### src/rtl/bitcoin_job_dispatcher.sv
// Drives 20-word mining jobs out of an AXI-Stream master, collects 8-word hash
// results on the slave port and sweeps the nonce range until a hash <= target.
module bitcoin_job_dispatcher #(
   parameter int C_M_AXIS_TDATA_WIDTH = 32,
   parameter int C_S_AXIS_TDATA_WIDTH = 32,
   parameter int JOB_WORDS            = 20,
   parameter int HASH_WORDS           = 8
) (
   input  logic                                axis_aclk,
   input  logic                                axis_aresetn,
   input  logic                                start,
   input  logic                                stop,
   input  logic [(JOB_WORDS-1)*32-1:0]         header,
   input  logic [31:0]                         nonce_start,
   input  logic [31:0]                         nonce_count,
   input  logic [HASH_WORDS*32-1:0]            target,
   output logic                                busy,
   output logic                                done,
   output logic                                found,
   output logic                                proto_err,
   output logic [31:0]                         found_nonce,
   output logic [HASH_WORDS*32-1:0]            found_hash,
   output logic [31:0]                         tries,
   output logic                                m00_axis_tvalid,
   output logic [C_M_AXIS_TDATA_WIDTH-1:0]     m00_axis_tdata,
   output logic [C_M_AXIS_TDATA_WIDTH/8-1:0]   m00_axis_tstrb,
   output logic                                m00_axis_tlast,
   input  logic                                m00_axis_tready,
   input  logic                                s00_axis_tvalid,
   input  logic [C_S_AXIS_TDATA_WIDTH-1:0]     s00_axis_tdata,
   input  logic [C_S_AXIS_TDATA_WIDTH/8-1:0]   s00_axis_tstrb,
   input  logic                                s00_axis_tlast,
   output logic                                s00_axis_tready
);

   localparam int WPTR_W = $clog2(JOB_WORDS);
   localparam int RPTR_W = $clog2(HASH_WORDS);
   localparam logic [WPTR_W-1:0] LAST_WORD = WPTR_W'(JOB_WORDS - 1);
   localparam logic [RPTR_W-1:0] LAST_HASH = RPTR_W'(HASH_WORDS - 1);

   typedef enum logic [2:0] {
      S_IDLE,
      S_SEND,
      S_RECV,
      S_CHECK,
      S_FINISH
   } state_t;

   state_t                  r_state;
   logic [WPTR_W-1:0]       r_wptr;
   logic [RPTR_W-1:0]       r_rptr;
   logic [31:0]             r_cur_nonce;
   logic [31:0]             r_remaining;
   logic [31:0]             r_header [0:JOB_WORDS-2];
   logic [31:0]             r_hash_w [0:HASH_WORDS-1];
   logic [HASH_WORDS*32-1:0] r_target;
   logic                    r_busy;
   logic                    r_done;
   logic                    r_found;
   logic                    r_proto_err;
   logic [31:0]             r_found_nonce;
   logic [HASH_WORDS*32-1:0] r_found_hash;
   logic [31:0]             r_tries;
   logic                    r_tvalid;
   logic                    r_tready;

   logic                    w_m_hs;
   logic                    w_s_hs;
   logic [31:0]             w_word;
   logic [HASH_WORDS*32-1:0] w_hash;
   logic                    w_hit;
   logic                    w_unused_tstrb;

   assign w_m_hs         = r_tvalid && m00_axis_tready;
   assign w_s_hs         = r_tready && s00_axis_tvalid;
   assign w_word         = (r_wptr == LAST_WORD) ? r_cur_nonce : r_header[r_wptr];
   assign w_hit          = (w_hash <= r_target);
   assign w_unused_tstrb = ^s00_axis_tstrb;

   // NOTE: every variable assigned in always_comb gets a default first, so no latch is inferred.
   always_comb begin
      w_hash = '0;
      for (int k = 0; k < HASH_WORDS; k++) begin
         w_hash[k*32 +: 32] = r_hash_w[k];
      end
   end

   // NOTE: job/hash storage is qualified by the FSM before use, so it carries no reset.
   always_ff @(posedge axis_aclk) begin
      if (r_state == S_IDLE && start) begin
         for (int j = 0; j < JOB_WORDS - 1; j++) begin
            r_header[j] <= header[j*32 +: 32];
         end
         r_target <= target;
      end
      if (w_s_hs) begin
         r_hash_w[r_rptr] <= s00_axis_tdata;
      end
   end

   // NOTE: sequential state uses non-blocking assignments only.
   always_ff @(posedge axis_aclk) begin
      if (!axis_aresetn) begin
         r_state       <= S_IDLE;
         r_wptr        <= '0;
         r_rptr        <= '0;
         r_cur_nonce   <= '0;
         r_remaining   <= '0;
         r_busy        <= 1'b0;
         r_done        <= 1'b0;
         r_found       <= 1'b0;
         r_proto_err   <= 1'b0;
         r_found_nonce <= '0;
         r_found_hash  <= '0;
         r_tries       <= '0;
         r_tvalid      <= 1'b0;
         r_tready      <= 1'b0;
      end else begin
         r_done <= 1'b0;
         case (r_state)
            S_IDLE: begin
               if (start) begin
                  r_cur_nonce   <= nonce_start;
                  r_remaining   <= nonce_count;
                  r_found       <= 1'b0;
                  r_proto_err   <= 1'b0;
                  r_tries       <= '0;
                  r_found_nonce <= '0;
                  r_found_hash  <= '0;
                  r_wptr        <= '0;
                  r_rptr        <= '0;
                  r_busy        <= 1'b1;
                  if (nonce_count == 32'd0) begin
                     r_done  <= 1'b1;
                     r_state <= S_FINISH;
                  end else begin
                     r_tvalid <= 1'b1;
                     r_state  <= S_SEND;
                  end
               end
            end
            S_SEND: begin
               if (w_m_hs) begin
                  if (r_wptr == LAST_WORD) begin
                     r_wptr   <= '0;
                     r_tvalid <= 1'b0;
                     r_tready <= 1'b1;
                     r_state  <= S_RECV;
                  end else begin
                     r_wptr <= r_wptr + 1'b1;
                  end
               end
            end
            S_RECV: begin
               if (w_s_hs) begin
                  if (r_rptr == LAST_HASH) begin
                     // A missing tlast is flagged, but the full hash is still checked.
                     if (!s00_axis_tlast) r_proto_err <= 1'b1;
                     r_tries  <= r_tries + 32'd1;
                     r_rptr   <= '0;
                     r_tready <= 1'b0;
                     r_state  <= S_CHECK;
                  end else if (s00_axis_tlast) begin
                     r_proto_err <= 1'b1;
                     r_rptr      <= '0;
                     r_tready    <= 1'b0;
                     r_done      <= 1'b1;
                     r_state     <= S_FINISH;
                  end else begin
                     r_rptr <= r_rptr + 1'b1;
                  end
               end
            end
            S_CHECK: begin
               r_found_hash  <= w_hash;
               r_found_nonce <= r_cur_nonce;
               if (w_hit) begin
                  r_found <= 1'b1;
                  r_done  <= 1'b1;
                  r_state <= S_FINISH;
               end else if (r_remaining == 32'd1 || stop) begin
                  r_done  <= 1'b1;
                  r_state <= S_FINISH;
               end else begin
                  r_cur_nonce <= r_cur_nonce + 32'd1;
                  r_remaining <= r_remaining - 32'd1;
                  r_tvalid    <= 1'b1;
                  r_state     <= S_SEND;
               end
            end
            S_FINISH: begin
               r_busy  <= 1'b0;
               r_state <= S_IDLE;
            end
            default: r_state <= S_IDLE;
         endcase
      end
   end

   assign busy            = r_busy;
   assign done            = r_done;
   assign found           = r_found;
   assign proto_err       = r_proto_err;
   assign found_nonce     = r_found_nonce;
   assign found_hash      = r_found_hash;
   assign tries           = r_tries;
   assign m00_axis_tvalid = r_tvalid;
   assign m00_axis_tdata  = r_tvalid ? C_M_AXIS_TDATA_WIDTH'(w_word) : '0;
   assign m00_axis_tstrb  = {(C_M_AXIS_TDATA_WIDTH/8){r_tvalid}};
   assign m00_axis_tlast  = r_tvalid && (r_wptr == LAST_WORD);
   assign s00_axis_tready = r_tready;

endmodule

### config.mk
export PLATFORM = sky130hd
export DESIGN_NAME = bitcoin_job_dispatcher
export DESIGN_NICKNAME = d
export VERILOG_FILES = /design/src/rtl/bitcoin_job_dispatcher.sv
export SDC_FILE = /design/constraint.sdc
export NUM_CORES = 2
export LEC_CHECK = 0
export BUFFER_PORTS_ARGS = -buffer_cell sky130_fd_sc_hd__buf_2
export CAP_MARGIN = 20
export CORE_AREA = 2 2 515 517
export DETAILED_ROUTE_END_ITERATION = 6
export DIE_AREA = 0 0 517 519
export GPL_TIMING_DRIVEN = 0
export PLACE_DENSITY = 0.42
export REMOVE_ABC_BUFFERS = 1
export SYNTH_ARGS = -nofsm -noshare
export SYNTH_HDL_FRONTEND = slang
export SYNTH_SLANG_ARGS = --single-unit
### constraint.sdc
create_clock -name axis_aclk -period 66.3 [get_ports axis_aclk]
set_clock_uncertainty 0.05 [all_clocks]
set_input_delay 3.315 -clock axis_aclk [delete_from_list [all_inputs] [get_ports axis_aclk]]
set_output_delay 3.315 -clock axis_aclk [all_outputs]
set_load 0.02 [all_outputs]
==> metrics.txt <==
Worst-Margin Slew=1.10 ns; final hold viol count=0; layout cells sized above 1=33.2%; Max-slew headroom=26.2%; clk slew on worst S/H paths=0.06 ns; PortBufs=1329; unrepaired setup endpoints after global routing=no; DIE HEIGHT=between 500 and 600 µm; global-route met1 utilization=20.2%; run status=finished clean; vias in the first global route=42600; wire per inst=~27 µm; Leak Pwr=30.2 nW; post-synthesis register bit count=1526; drt first pass iters=5; DR DRC count=0; cts repair resizes=0; mean post-synth cell area=14.4 µm²; CP max FO=65; Worst setup EP type=primary output; gr ovfl total=0; Pwr Density=between 30 and 40 mW/mm²; Routed WL=about 260 mm; Syn Inst Count=about 4200; Area Overhead vs Synth=29.9%; Startpoint Class=flip-flop; HPWL after DPL=197 mm; met3 Track Usage GR=5.72%; Core Region=approximately 0.26 mm²; CTS Buf Count=184; # setup viols final=0; largest net degree at the start of global routing=137; worst-skew pair later-pin latency=between 0.8 and 0.9 ns; Post-synth EDFFs=1120; H-tree Lvls=4; async set-reset flop share out of synthesis=0%; GRT Total Usage=18.5%; Rows=189; post-layout min period=7.75 ns; CTS tree=yes; gp weighted congestion=0.822; synthesized area=approximately 0.061 mm²; Die X=517 µm; CTS Buffer Depth=4; Worst Hold Class=reg2reg; ys flop type=edfxtp_1; Vias=about 42000; period utilisation layout=11.7%; initial antenna violation count=roughly 250; WS Path Type=reg2out; setup TNS=0 ns; first-pass GRT wire length=345 mm; met2 usage=33.9%; Die ar.=about 0.27 mm²; FMAX=approximately 130 MHz; worst path required time=about 63 ns; Iter 0 DRT Violations=3057; Post-DRT Antenna Nets=0; Vias per Instance=4.49; root cell of the clock tree=clkbuf_16; Post-Layout Inst Area=0.0789 mm²; grt peak-use layer=met2; crit path DAT=approximately 4.4 ns; hold_buf cts=0; VDD IR max=0.0000325 V; Max Cap Viol=0; starting density of the core=23.1%; Final Slew Violations=0; # IOs=1334; Placed Area=~0.073 mm²; post-synthesis sequential area ratio=68.7%; postcts setup bufs=0; Yosys warnings=0; Yosys cell types=68; CTS sink count=around 1500; final-stage net count=6846
[placed cells by master, fill, tap and decap left out, types with 35 or more instances in the layout]
cell / instances
buf_2: 1333
edfxtp_1: 1120
dfxtp_1: 401
nor2_1: 392
a22oi_1: 297
inv_1: 273
ha_1: 263
nand2_1: 212
clkbuf_16: 186
a21oi_1: 163
mux4_2: 160
o21ai_0: 131
diode_2: 92
nand4_1: 69
nor3_1: 68
mux2i_1: 65
nand3_1: 55
clkinv_2: 39
nor4_1: 35
[cells by family after synthesis]
logic type | synth area share [%]
adder cells (fa/ha/maj) | 5.42
AO/OA/AOI/OAI | 8.17
buffers and inverters | 3.01
flip-flops | 68.7
AND/OR/NAND/NOR | 7.18
multiplexers | 7.00
XOR/XNOR | 0.476
[registers in the layout, indices dropped and copies added, names as in the netlist, 3 cells and up, named ones only]
signal / count
tries: 32
r_cur_nonce: 32
r_state: 3
found_hash: 256
r_rptr: 3
r_wptr: 5
r_target: 256
r_remaining: 32
found_nonce: 32
r_hash_w: 256
r_header: 608
[routing by layer]
metal	part of all wire, %	vias up
met3	8.3	575
met2	52	1649
met5	0.32	-
met1	36	20800
li1	-	19000
met4	3.1	136
[stage by stage]
| step | utilization [%] | power (mW) | hold WS (ns) | std cells | setup slack (ns) |
|---|---|---|---|---|---|
| detailed placement | 27.6 | 1.93 | 0.399 | 8959 | 58.86 |
| global placement | 27.0 | 2.18 | 0.398 | 8875 | 8.01 |
| global route | 29.9 | 3.04 | 0.439 | 9343 | 58.32 |
| floorplan | - | 1.80 | 0.384 | 4013 | 36.79 |
| CTS | 29.9 | 2.95 | 0.408 | 9295 | 58.33 |
| finish | 29.9 | 2.91 | 0.408 | 9387 | 58.55 |
[critical path, stage by stage (launching register included)]
cell     delay (ns)
dfxtp_4        0.76
buf_16         0.30
buf_16         0.27
buf_16         0.33
mux4_2         0.38
mux4_2         0.48
mux2i_1        0.30
buf_6          0.19
o21ai_0        0.09
buf_2          0.22
[synth_stat cells, types with 12 or more instances]
cell | instances | share of area (%)
o22ai_1 | 15 | 0.15
o21ai_0 | 133 | 1.1
and3_1 | 19 | 0.20
ha_1 | 263 | 5.4
o211ai_1 | 21 | 0.26
or3_1 | 12 | 0.12
mux4_2 | 160 | 5.9
nand4_1 | 69 | 0.71
inv_1 | 275 | 1.7
mux2i_1 | 65 | 1.1
nand3_1 | 56 | 0.46
nor2_1 | 398 | 2.5
xor2_1 | 27 | 0.39
nor3_1 | 74 | 0.61
nand2_1 | 213 | 1.3
edfxtp_1 | 1120 | 55
dfxtp_1 | 406 | 13
a21oi_1 | 163 | 1.3
a22oi_1 | 297 | 3.7
buf_1 | 24 | 0.15
a211oi_1 | 22 | 0.27
nor4_1 | 38 | 0.39
clkbuf_1 | 176 | 1.1
o32ai_1 | 19 | 0.27
a21o_1 | 13 | 0.16
[final timing paths]
check	slack (ns)	startpoint	to	cells after the start
hold reg to reg	0.41	r_remaining[31]	r_remaining[31]	2
hold / removal	0.41	r_remaining[31]	r_remaining[31]	2
setup reg to reg	59.30	r_target[237]	r_remaining[12]	13
setup / recovery	58.55	flip-flop	m00_axis_tdata[24]	9
[layout make-up]
cell class              instances  area (µm²)
diodes                         92         230
clock buffers                 233        5000
clock inverters               103         942
fillers                     27100      185000
inverters                     275        1050
multi-input cells            2212       17300
flip-flops and latches       1526       41800
well taps                    3533        4420
repair buffers               1413        8200
[report_power, final]
part | switching [mW] | leakage [nW] | internal, mW
logic | 0.389 | 13.5 | 0.220
clock network | 0.424 | 2.93 | 0.585
registers | 0.0700 | 13.8 | 1.22
Power figures use the tool's default switching activity.
